## src/rtl/seq_mult_hs.sv

```systemverilog
// Sequential shift-add multiplier with valid/ready handshakes and runtime signed/unsigned mode.
// Optional early termination when the remaining multiplier bits are zero: define SEQ_MULT_EARLY_TERM_EN.
`timescale 1ns/1ps
module seq_mult_hs #(
    parameter int WIDTH = 8,
    parameter int CNT_W = $clog2(WIDTH) + 1
) (
    input  logic                 clk,
    input  logic                 rst,
    input  logic                 in_valid,
    output logic                 in_ready,
    input  logic [WIDTH-1:0]     a,
    input  logic [WIDTH-1:0]     b,
    input  logic                 signed_mode,
    output logic                 out_valid,
    input  logic                 out_ready,
    output logic [2*WIDTH-1:0]   result,
    output logic                 busy
);

    localparam logic [1:0] S_IDLE = 2'd0;
    localparam logic [1:0] S_RUN  = 2'd1;
    localparam logic [1:0] S_DONE = 2'd2;

    localparam logic [WIDTH-1:0]   ONE_W   = WIDTH'(1);
    localparam logic [2*WIDTH-1:0] ONE_2W  = (2*WIDTH)'(1);
    localparam logic [CNT_W-1:0]   ONE_CNT = CNT_W'(1);
    localparam logic [CNT_W-1:0]   LAST_CNT = CNT_W'(WIDTH - 1);

    logic [1:0]           state;
    logic [2*WIDTH-1:0]   mcand;
    logic [2*WIDTH-1:0]   acc;
    logic [WIDTH-1:0]     mplier;
    logic [CNT_W-1:0]     count;
    logic                 neg_flag;

    logic [WIDTH-1:0]     mag_a;
    logic [WIDTH-1:0]     mag_b;
    logic [2*WIDTH-1:0]   acc_next;
    logic [2*WIDTH-1:0]   product;
    logic [WIDTH-1:0]     mplier_next;
    logic                 last_iter;

    assign in_ready  = (state == S_IDLE);
    assign out_valid = (state == S_DONE);
    assign busy      = (state == S_RUN) || (state == S_DONE);

    // Signed operands are reduced to magnitudes; -2^(W-1) maps onto itself, which reads as the correct unsigned magnitude.
    always_comb begin
        mag_a = a;
        mag_b = b;
        if (signed_mode && a[WIDTH-1]) mag_a = ~a + ONE_W;
        if (signed_mode && b[WIDTH-1]) mag_b = ~b + ONE_W;
    end

    always_comb begin
        acc_next    = mplier[0] ? (acc + mcand) : acc;
        mplier_next = mplier >> 1;
        product     = neg_flag ? (~acc_next + ONE_2W) : acc_next;
`ifdef SEQ_MULT_EARLY_TERM_EN
        last_iter   = (count == LAST_CNT) || (mplier_next == '0);
`else
        last_iter   = (count == LAST_CNT);
`endif
    end

    always_ff @(posedge clk or posedge rst) begin
        if (rst) begin
            state    <= S_IDLE;
            mcand    <= '0;
            acc      <= '0;
            mplier   <= '0;
            count    <= '0;
            neg_flag <= 1'b0;
            result   <= '0;
        end else begin
            case (state)
                S_IDLE: begin
                    if (in_valid) begin
                        mcand    <= {{WIDTH{1'b0}}, mag_a};
                        mplier   <= mag_b;
                        acc      <= '0;
                        count    <= '0;
                        neg_flag <= signed_mode & (a[WIDTH-1] ^ b[WIDTH-1]);
                        state    <= S_RUN;
                    end
                end
                S_RUN: begin
                    acc    <= acc_next;
                    mcand  <= mcand << 1;
                    mplier <= mplier_next;
                    count  <= count + ONE_CNT;
                    // The final partial product is folded straight into result on the exit edge.
                    if (last_iter) begin
                        result <= product;
                        state  <= S_DONE;
                    end
                end
                S_DONE: begin
                    if (out_ready) state <= S_IDLE;
                end
                default: state <= S_IDLE;
            endcase
        end
    end

endmodule

```

## config.mk

```make
export PLATFORM = sky130hd
export DESIGN_NAME = seq_mult_hs
export DESIGN_NICKNAME = d
export VERILOG_FILES = /design/src/rtl/seq_mult_hs.sv
export SDC_FILE = /design/constraint.sdc
export NUM_CORES = 1
export LEC_CHECK = 0
export ABC_AREA = 1
export CAP_MARGIN = 0
export CORE_MARGIN = 1
export CORE_UTILIZATION = 55
export CTS_CLUSTER_SIZE = 20
export DETAILED_ROUTE_END_ITERATION = 10
export GPL_ROUTABILITY_DRIVEN = 0
export MAX_ROUTING_LAYER = met4
export PLACE_DENSITY = 0.8
export SETUP_SLACK_MARGIN = 0.2
export SYNTH_ARGS = -nofsm -noshare
export SYNTH_HDL_FRONTEND = slang
export SYNTH_SLANG_ARGS = --single-unit
```

## constraint.sdc

```tcl
create_clock -name clk -period 5.85 [get_ports clk]
set_clock_uncertainty 0.05 [all_clocks]
set_input_delay 1.4625 -clock clk [delete_from_list [all_inputs] [get_ports clk]]
set_output_delay 1.4625 -clock clk [all_outputs]
set_load 0.02 [all_outputs]
```

# [Word level (Yosys, flattened, before mapping)]
# Cells that the tools add are included.
[word_totals] ff_bits=63 latchBits=0 ramBits=0 rom_bits=0 in_bits=21 elab_cells=48 memories=0
[op_classes] n_addsub=5 multipliers=0 div=0 n_lt_le_gt_ge=0 eq_ne=6 shifts=0 mux=16 bitwise=5 n_reduce_logical=9
[op_table] op="$mux 16" count=4
[op_table] op="$pmux 16 s2" count=2
[op_table] op="$mux 8" count=3
[op_table] op="$add 16x1->16 const B" count=1
[op_table] op="$add 16x16->16" count=1
[op_table] op="$add 8x1->8 const B" count=2
[op_table] op="$not 16->16" count=1
[op_table] op="$not 8->8" count=2
[op_table] op="$pmux 8 s2" count=1
[op_table] op="$pmux 4 s2" count=1
[op_table] op="$mux 2" count=3
[op_table] op="$pmux 2 s3" count=1
[op_table] op="$reduce_and 2->1" count=3
[op_table] op="$add 4x1->4 const B" count=1
[op_table] op="$eq 4x3->1 const B" count=1
[op_table] op="$mux 4" count=1
[op_table] op="$ne 2x2->1 const B" count=2
[op_table] op="$reduce_and 3->1" count=1
[op_table] op="$eq 2x1->1 const B" count=1
[op_table] op="$eq 2x2->1 const B" count=1
[op_table] op="$logic_and 1x1->1" count=2
[op_table] op="$logic_not 2->1" count=1
[op_table] op="$ne 2x1->1 const B" count=1
[op_table] op="$reduce_bool 2->1" count=1
[op_table] op="other kinds (3)" count=3

# [Longest topological paths before layout]
# Gate-level depths: netlist of the first run.
[depth] depth_word=5 ltp_mapped=21

# [Worst setup path before layout of the first run]
# Ideal clock, no wire load.
[synth_path] path_type="input-to-reg" start="in in_valid" end="reg mcand[1]" setup_ns=0.143 arrival_time_ns=2.335 slack_ns=3.322 stages=4 path_buffers=1 cell_sequence="or2_2 nand2_1 clkbuf_1 o221ai_1"
[synth_via] elab_chain_cells=2
[synth_rtl] element="from (decl)" line_no="10" text="input logic in_valid,"
[synth_rtl] element="$ne 2x2->1 (no line)"
[synth_rtl] element="$reduce_and 2->1 (no line)"
[synth_rtl] element="to (signal assigned)" line_no="80" text="mcand <= {{WIDTH{1'b0}}, mag_a};"
[synth_rtl] element="to (signal assigned)" line_no="90" text="mcand <= mcand << 1;"
[synth_rtl] element="to (decl)" line_no="31" text="logic [2*WIDTH-1:0] mcand;"
# No other way between the ends.
# A chain may end at the register's enable or synchronous reset.

# [Worst setup path in the final report of the first run]
[layout_path] start="reg state[1]" end="reg result[6]"
[layout_via] elab_chain_cells=2
[layout_rtl] element="from (decl)" line_no="30" text="logic [1:0] state;"
[layout_rtl] element="from (signal assigned)" line_no="69" text="state <= S_IDLE;"
[layout_rtl] element="from (signal assigned)" line_no="85" text="state <= S_RUN;"
[layout_rtl] element="from (signal assigned)" line_no="96" text="state <= S_DONE;"
[layout_rtl] element="$eq 2x1->1" line_no="77" text="case (state)"
[layout_rtl] element="$reduce_and 2->1 (no line)"
[layout_rtl] element="to (signal assigned)" line_no="95" text="result <= product;"
[layout_rtl] element="to (decl)" line_no="17" text="output logic [2*WIDTH-1:0] result,"
# No other way between the ends.

==> flow_metrics.py, run 1 <==
metrics = {
    "status": {
        "status": "completed",
    },
    "global_route": {
        "grt_use_total_pct": 26.85,
        "grt_pass1_wl_um": 17410,
        "top_usage_layer": "met2",
        "grt_max_degree": 64,
        "grtUsageMet1_pct": 31.11,
        "use_met3_pct": 5.556,
        "grt_pass1_vias": 3939,
        "grt_overflow": 0,
        "use_met2_pct": 47.54,
        "antenna_found_initial": 0,
    },
    "floorplanning": {
        "boundaryPins": 40,
        "fp.dieW_um": 90.59,
        "fp-row-count": 31,
        "die_h_um": 90.59,
        "start_util_pct": 58.27,
        "core_area_um2": 7408,
        "dieArea_um2": 8207,
    },
    "logic_synthesis": {
        "yosys_warnings": 0,
        "synthFlopType": "dfrtp_1",
        "synthAdderAreaFrac_pct": 6.841,
        "synthSimpleGateAreaFrac_pct": 30.41,
        "synth_edf_count": 0,
        "synth_fp_nets": 664,
        "synth-async-reset-ratio_pct": 100.0,
        "synth-compound-area-share_pct": 14.06,
        "netlist_instances": 620,
        "synthXorXnorAreaFrac_pct": 2.029,
        "synthMuxAreaShare_pct": 0,
        "synth_cell_types": 38,
        "synth_top_family_by_area": "simple AND/OR/NAND/NOR gates",
        "syn_area_per_cell_um2": 6.962,
        "synth-seq-cells": 63,
        "netlist_area_um2": 4317,
        "ys_seq_area_share_pct": 36.52,
    },
    "clocking": {
        "clk_pin_slew_ps": 70,
        "cts_resized": 0,
        "clk_path_buf_depth": 2,
        "clock_latency_ps": 340,
        "clock-sinks": 63,
        "cts_tree": "built",
        "h-tree-depth": 3,
        "cts_post_setup_buffers_inserted": 0,
        "cts_made_buffers": 9,
        "clock_tree.root_cell": "clkbuf_8",
        "holdBufCountCts": 0,
    },
    "drt": {
        "drc": 0,
        "wl_um": 10050,
        "vias": 4060,
        "wl_per_cell_um": 13.28,
        "drt_iter0_drc": 278,
        "first_pass_iters": 5,
        "routed_via_density": 5.363,
        "postRouteAntennaNets": 0,
    },
    "finish": {
        "syn2layout_area_growth_pct": 14.96,
        "design_area_um2": 4962,
        "finish.utilization_pct": 66.98,
        "insertedDiodeCount": 0,
        "drive_above_1_share_pct": 5.623,
        "fin_cells": 757,
        "nNetsFinal": 697,
    },
    "timing": {
        "drv_slew": 0,
        "worst_pin_slew_ps": 916.0,
        "fin_hold_ws_ps": 426.8,
        "relSlewSlack_pct": 38.79,
        "fin_crit_sh_pct": 60.71,
        "fin_tns_setup_ps": 0,
        "rsz0062_at_grt": "false",
        "timing.fmax_ghz": 0.2816,
        "fin_ws_ps": 2299,
        "setup_viol": 0,
        "fin_crit_ps": 3551,
        "finalHoldViolCount": 0,
    },
    "placed_design": {
        "dp.cells": 741,
        "post-dp-hpwl_um": 7538,
        "placement.setup.worst_slack_ps": 2353,
        "place_area_um2": 4752,
        "portBuffers": 39,
    },
    "power": {
        "ir_drop_mv": 0.3064,
        "post-layout-total-power_mw": 2.551,
        "p_leak_nw": 2.532,
        "powerDensity_nw_per_um2": 514.0,
    },
    "critical_path": {
        "reg2reg_slack_ps": 2300,
        "crit_type": "flip-flop to flip-flop",
        "cp_max_fo": 22,
        "worstPathArrival_ps": 3780,
        "worstPathRequired_ps": 6080,
        "worstSetupEndpointType": "flip-flop",
        "critPathLaunchType": "flip-flop",
    },
    "flow_run": {
        "drv_cap": 0,
    },
    "worst_hold_path": {
        "hp-class": "flip-flop to flip-flop",
    },
}
==> final timing paths <==
path | cells after the start | startpoint | endpoint
max in group asynchronous | 3 | rst | acc[9]
min | 2 | result[10] | result[10]
max reg2reg | 8 | state[1] | result[6]
max | 8 | state[1] | result[6]
min reg2reg | 2 | result[10] | result[10]
min in group asynchronous | 3 | rst | result[3]
==> area by class of cell <==
| class | count | area [um^2] |
|---|---|---|
| fill | 638 | 2446 |
| multi-input combinational | 448 | 2306 |
| sequential | 63 | 1577 |
| timing repair buffer | 41 | 405.4 |
| inverter | 90 | 340.3 |
| clock buffer | 14 | 172.7 |
| tap | 99 | 123.9 |
| clock inverter | 2 | 37.54 |
==> per-layer routing <==
metal | share of wire, % | up-vias
met4 | 1.4 | 0
met2 | 53 | 81
li1 | - | 2072
met5 | 0 | -
met3 | 3.5 | 15
met1 | 42 | 1892
==> power breakdown <==
group / leakage, nW / total (mW) / switching (mW) / internal [mW]
logic: 1.60 / 1.41 / 0.906 / 0.508
registers: 0.834 / 0.738 / 0.147 / 0.591
clock network: 0.103 / 0.398 / 0.166 / 0.232
==> cells by family (layout without fill, tap and decap cells) <==
group / count (synthesis) / count (layout)
XOR/XNOR: 10 / 10
buffers and inverters: 109 / 147
AND/OR/NAND/NOR: 314 / 314
AO/OA/AOI/OAI: 101 / 101
adder cells (fa/ha/maj): 23 / 23
flip-flops: 63 / 63
==> cells in the mapped netlist, types with 3 or more instances <==
| library cell | instances | area (um^2) |
|---|---|---|
| nand3_2 | 3 | 30.03 |
| nand2_1 | 207 | 777.0 |
| a21oi_1 | 26 | 130.1 |
| clkbuf_1 | 9 | 33.78 |
| o31ai_1 | 3 | 22.52 |
| dfrtp_1 | 63 | 1577 |
| o21ai_0 | 32 | 160.2 |
| o211ai_1 | 9 | 67.56 |
| inv_1 | 86 | 322.8 |
| xnor2_1 | 4 | 35.03 |
| xor2_1 | 6 | 52.55 |
| buf_2 | 6 | 30.03 |
| nand3_1 | 45 | 225.2 |
| nor2_1 | 39 | 146.4 |
| o221ai_1 | 4 | 35.03 |
| ha_1 | 22 | 275.3 |
| o22ai_1 | 20 | 125.1 |
| nand2_2 | 4 | 25.02 |
| o21ai_2 | 3 | 26.28 |
| nor3_1 | 4 | 20.02 |
| nand4_1 | 4 | 25.02 |
==> sequential cells by signal (all words and copies together) (netlist names) <==
signal    cells
mcand        16
count         4
mplier        8
neg_flag      1
acc          16
state         2
result       16
==> critical path: stages (launching register included) <==
cell      delay, ps
dfrtp_1         400
inv_1            90
ha_1            520
clkinv_1        640
nor2_1          810
inv_1           520
a21oi_1         260
o21ai_0         130
nand2_1          70
==> cell usage in the layout, fill, tap and decap left out, drive strengths merged, types with 3 or more instances in the layout <==
cell	netlist	layout
o211ai	9	9
nor3	5	5
clkdlybuf4s50	0	39
nand3	48	48
xor2	6	6
ha	22	22
o31ai	3	3
nor2	42	42
nand2	211	211
inv	89	89
o22ai	20	20
o21ai	36	36
a21oi	26	26
o221ai	4	4
nand4	4	4
clkbuf	9	14
xnor2	4	4
dfrtp	63	63
No activity file was read; power rests on OpenSTA's default activity.
==> inputs of run 2 (changes only) <==
Clock period 5.85 ns to 3.4 ns, I/O delays scaled along.
==> run 2 against run 1 <==
Worst setup slack worse by 1500 ps. Non-clock buffer count is 4 higher. Sequential cell count stayed put. Combinational power is 74% higher. Sequential power is 71% higher. Total power rose by 72%. Worst hold slack better by 3.2 ps. Design area is 0.58% higher. Critical path depth shrank 5. Routed wire length increased by 1.7%. First-iteration DRC count shrank 16%. Critical endpoint is now in_ready.
==> flow_metrics.py, run 2 (synthesized netlist as in run 1, its figures left out) <==
metrics = {
    "status": {
        "status": "completed",
    },
    "finish": {
        "most-common-layout-cells": "nand2_1, inv_1, dfrtp_1",
        "fin_cells": 761,
        "nNetsFinal": 701,
        "n_fill_cell": 644,
        "drive_above_1_share_pct": 6.344,
        "insertedDiodeCount": 0,
        "syn2layout_area_growth_pct": 15.62,
        "top_regs": "acc x16, mcand x16, result x16",
        "layout_commonest_cell": "nand2_1",
    },
    "floorplanning": {
        "die_h_um": 90.59,
        "core_area_um2": 7408,
        "fp-row-count": 31,
        "dieArea_um2": 8207,
        "start_util_pct": 58.27,
        "fp.dieW_um": 90.59,
        "boundaryPins": 40,
    },
    "timing": {
        "fin_crit_ps": 2594,
        "drv_slew": 0,
        "setup_viol": 0,
        "fin_tns_setup_ps": 0,
        "rsz0062_at_grt": "false",
        "relSlewSlack_pct": 50.67,
        "timing.fmax_ghz": 0.3855,
        "fin_crit_sh_pct": 76.30,
        "worst_pin_slew_ps": 739.9,
        "finalHoldViolCount": 0,
    },
    "worst_hold_path": {
        "hp-class": "flip-flop to flip-flop",
        "min_from": "result[13]",
    },
    "critical_path": {
        "crit_type": "flip-flop to primary output",
        "worstPathRequired_ps": 2500,
        "critPathLaunchType": "flip-flop",
        "worstPathArrival_ps": 1690,
        "worstSetupEndpointType": "primary output",
        "startpoint": "state[0]",
        "cp_max_fo": 4,
        "r2r-start": "mcand[0]",
    },
    "placed_design": {
        "post-dp-hpwl_um": 7814,
        "dp.cells": 745,
        "portBuffers": 39,
    },
    "global_route": {
        "grt_overflow": 0,
        "grt_max_degree": 38,
        "grt_pass1_vias": 4045,
        "grt_use_total_pct": 28.19,
        "antenna_found_initial": 0,
        "grt_pass1_wl_um": 18020,
    },
    "power": {
        "ir_drop_mv": 0.6297,
        "seq_power_share_pct": 28.7,
        "clkPwrFrac_pct": 15.5,
        "switchingPower_mw": 2.101,
        "p_leak_nw": 2.547,
        "powerDensity_nw_per_um2": 879.4,
        "internal_power_mw": 2.287,
        "combPwrFrac_pct": 55.8,
        "netSwitchingFraction_pct": 47.88,
        "post-layout-total-power_mw": 4.389,
    },
    "flow_run": {
        "drv_cap": 0,
    },
    "clocking": {
        "clk_path_buf_depth": 2,
        "h-tree-depth": 3,
        "clock_tree.root_cell": "clkbuf_8",
        "clock-sinks": 63,
        "cts_post_setup_buffers_inserted": 0,
        "cts_resized": 0,
        "clk_pin_slew_ps": 70,
        "cts_made_buffers": 9,
        "cts_tree": "built",
        "clock_latency_ps": 350,
        "holdBufCountCts": 0,
    },
    "drt": {
        "postRouteAntennaNets": 0,
        "wl_per_cell_um": 13.43,
        "drt_iter0_drc": 233,
        "wl_met3_um": 349,
        "routed_via_density": 5.352,
        "dr_wl_met2_um": 5335,
        "wl_met1_um": 4272,
        "wl_um": 10220,
        "drc": 0,
        "vias": 4073,
        "first_pass_iters": 5,
        "routed.top_layer": "met4",
    },
}
[run 2: cell types whose count changed in the layout (fill, tap and decap cells not counted)]
cell / before / now
clkinvlp_4: 1 / 2
clkbuf_8: 12 / 11
buf_4: 2 / 6
clkbuf_1: 2 / 1
clkinv_4: 0 / 1
[run 2: path summary, 6_finish.rpt]
kind / end / slack, ps / cells past startpoint
hold / removal: result[13] / 430 / 2
setup reg to reg: result[15] / 840 / 18
max in group asynchronous: mcand[11] / 1880 / 3
hold reg to reg: result[13] / 430 / 2
min in group asynchronous: result[0] / 770 / 2
setup / recovery: in_ready / 810 / 3
[run 2: through the flow]
step                      area (um^2)  hold WS (ps)  utilization (%)  worst slack [ps]
after floorplan                  4317         397.8                -             930.3
after global placement           4782         415.0            64.55             905.0
after detailed placement         4782         414.6            64.55             840.2
after CTS                        4991         433.9            67.37             792.5
after global routing             4991         444.4            67.37             573.0
final                            4991         430.0            67.37             805.8
[run 2: layout make-up]
type	count	area (um^2)	area share (%)
clock buffer	12	155.1	3.109
clock inverter	4	53.80	1.078
inverter	90	340.3	6.819
multi-input combinational	448	2306	46.20
sequential	63	1577	31.59
tap	99	123.9	2.482
timing repair buffer	45	435.4	8.724
[run 2: critical path, cell delays in order, from the launching register on]
cell	delay, ps
dfrtp_1	400
inv_1	90
ha_1	230
clkdlybuf4s50_1	630
[run 2: power groups by stage]
| stage | combinational, mW | sequential (mW) | clock, mW |
|---|---|---|---|
| after floorplan | 1.85 | 1.23 | 0 |
| after global placement | 2.38 | 1.26 | 0 |
| after detailed placement | 2.44 | 1.27 | 0 |
| after CTS | 2.45 | 1.26 | 0.690 |
| after global routing | 2.77 | 1.30 | 0.713 |
| final | 2.45 | 1.26 | 0.680 |
[run 2: per-layer routing]
metal	GRT usage, %	vias up
li1	-	2082
met1	31.84	1873
met2	50.19	95
met3	3.283	23
met4	12.10	0
met5	-	-
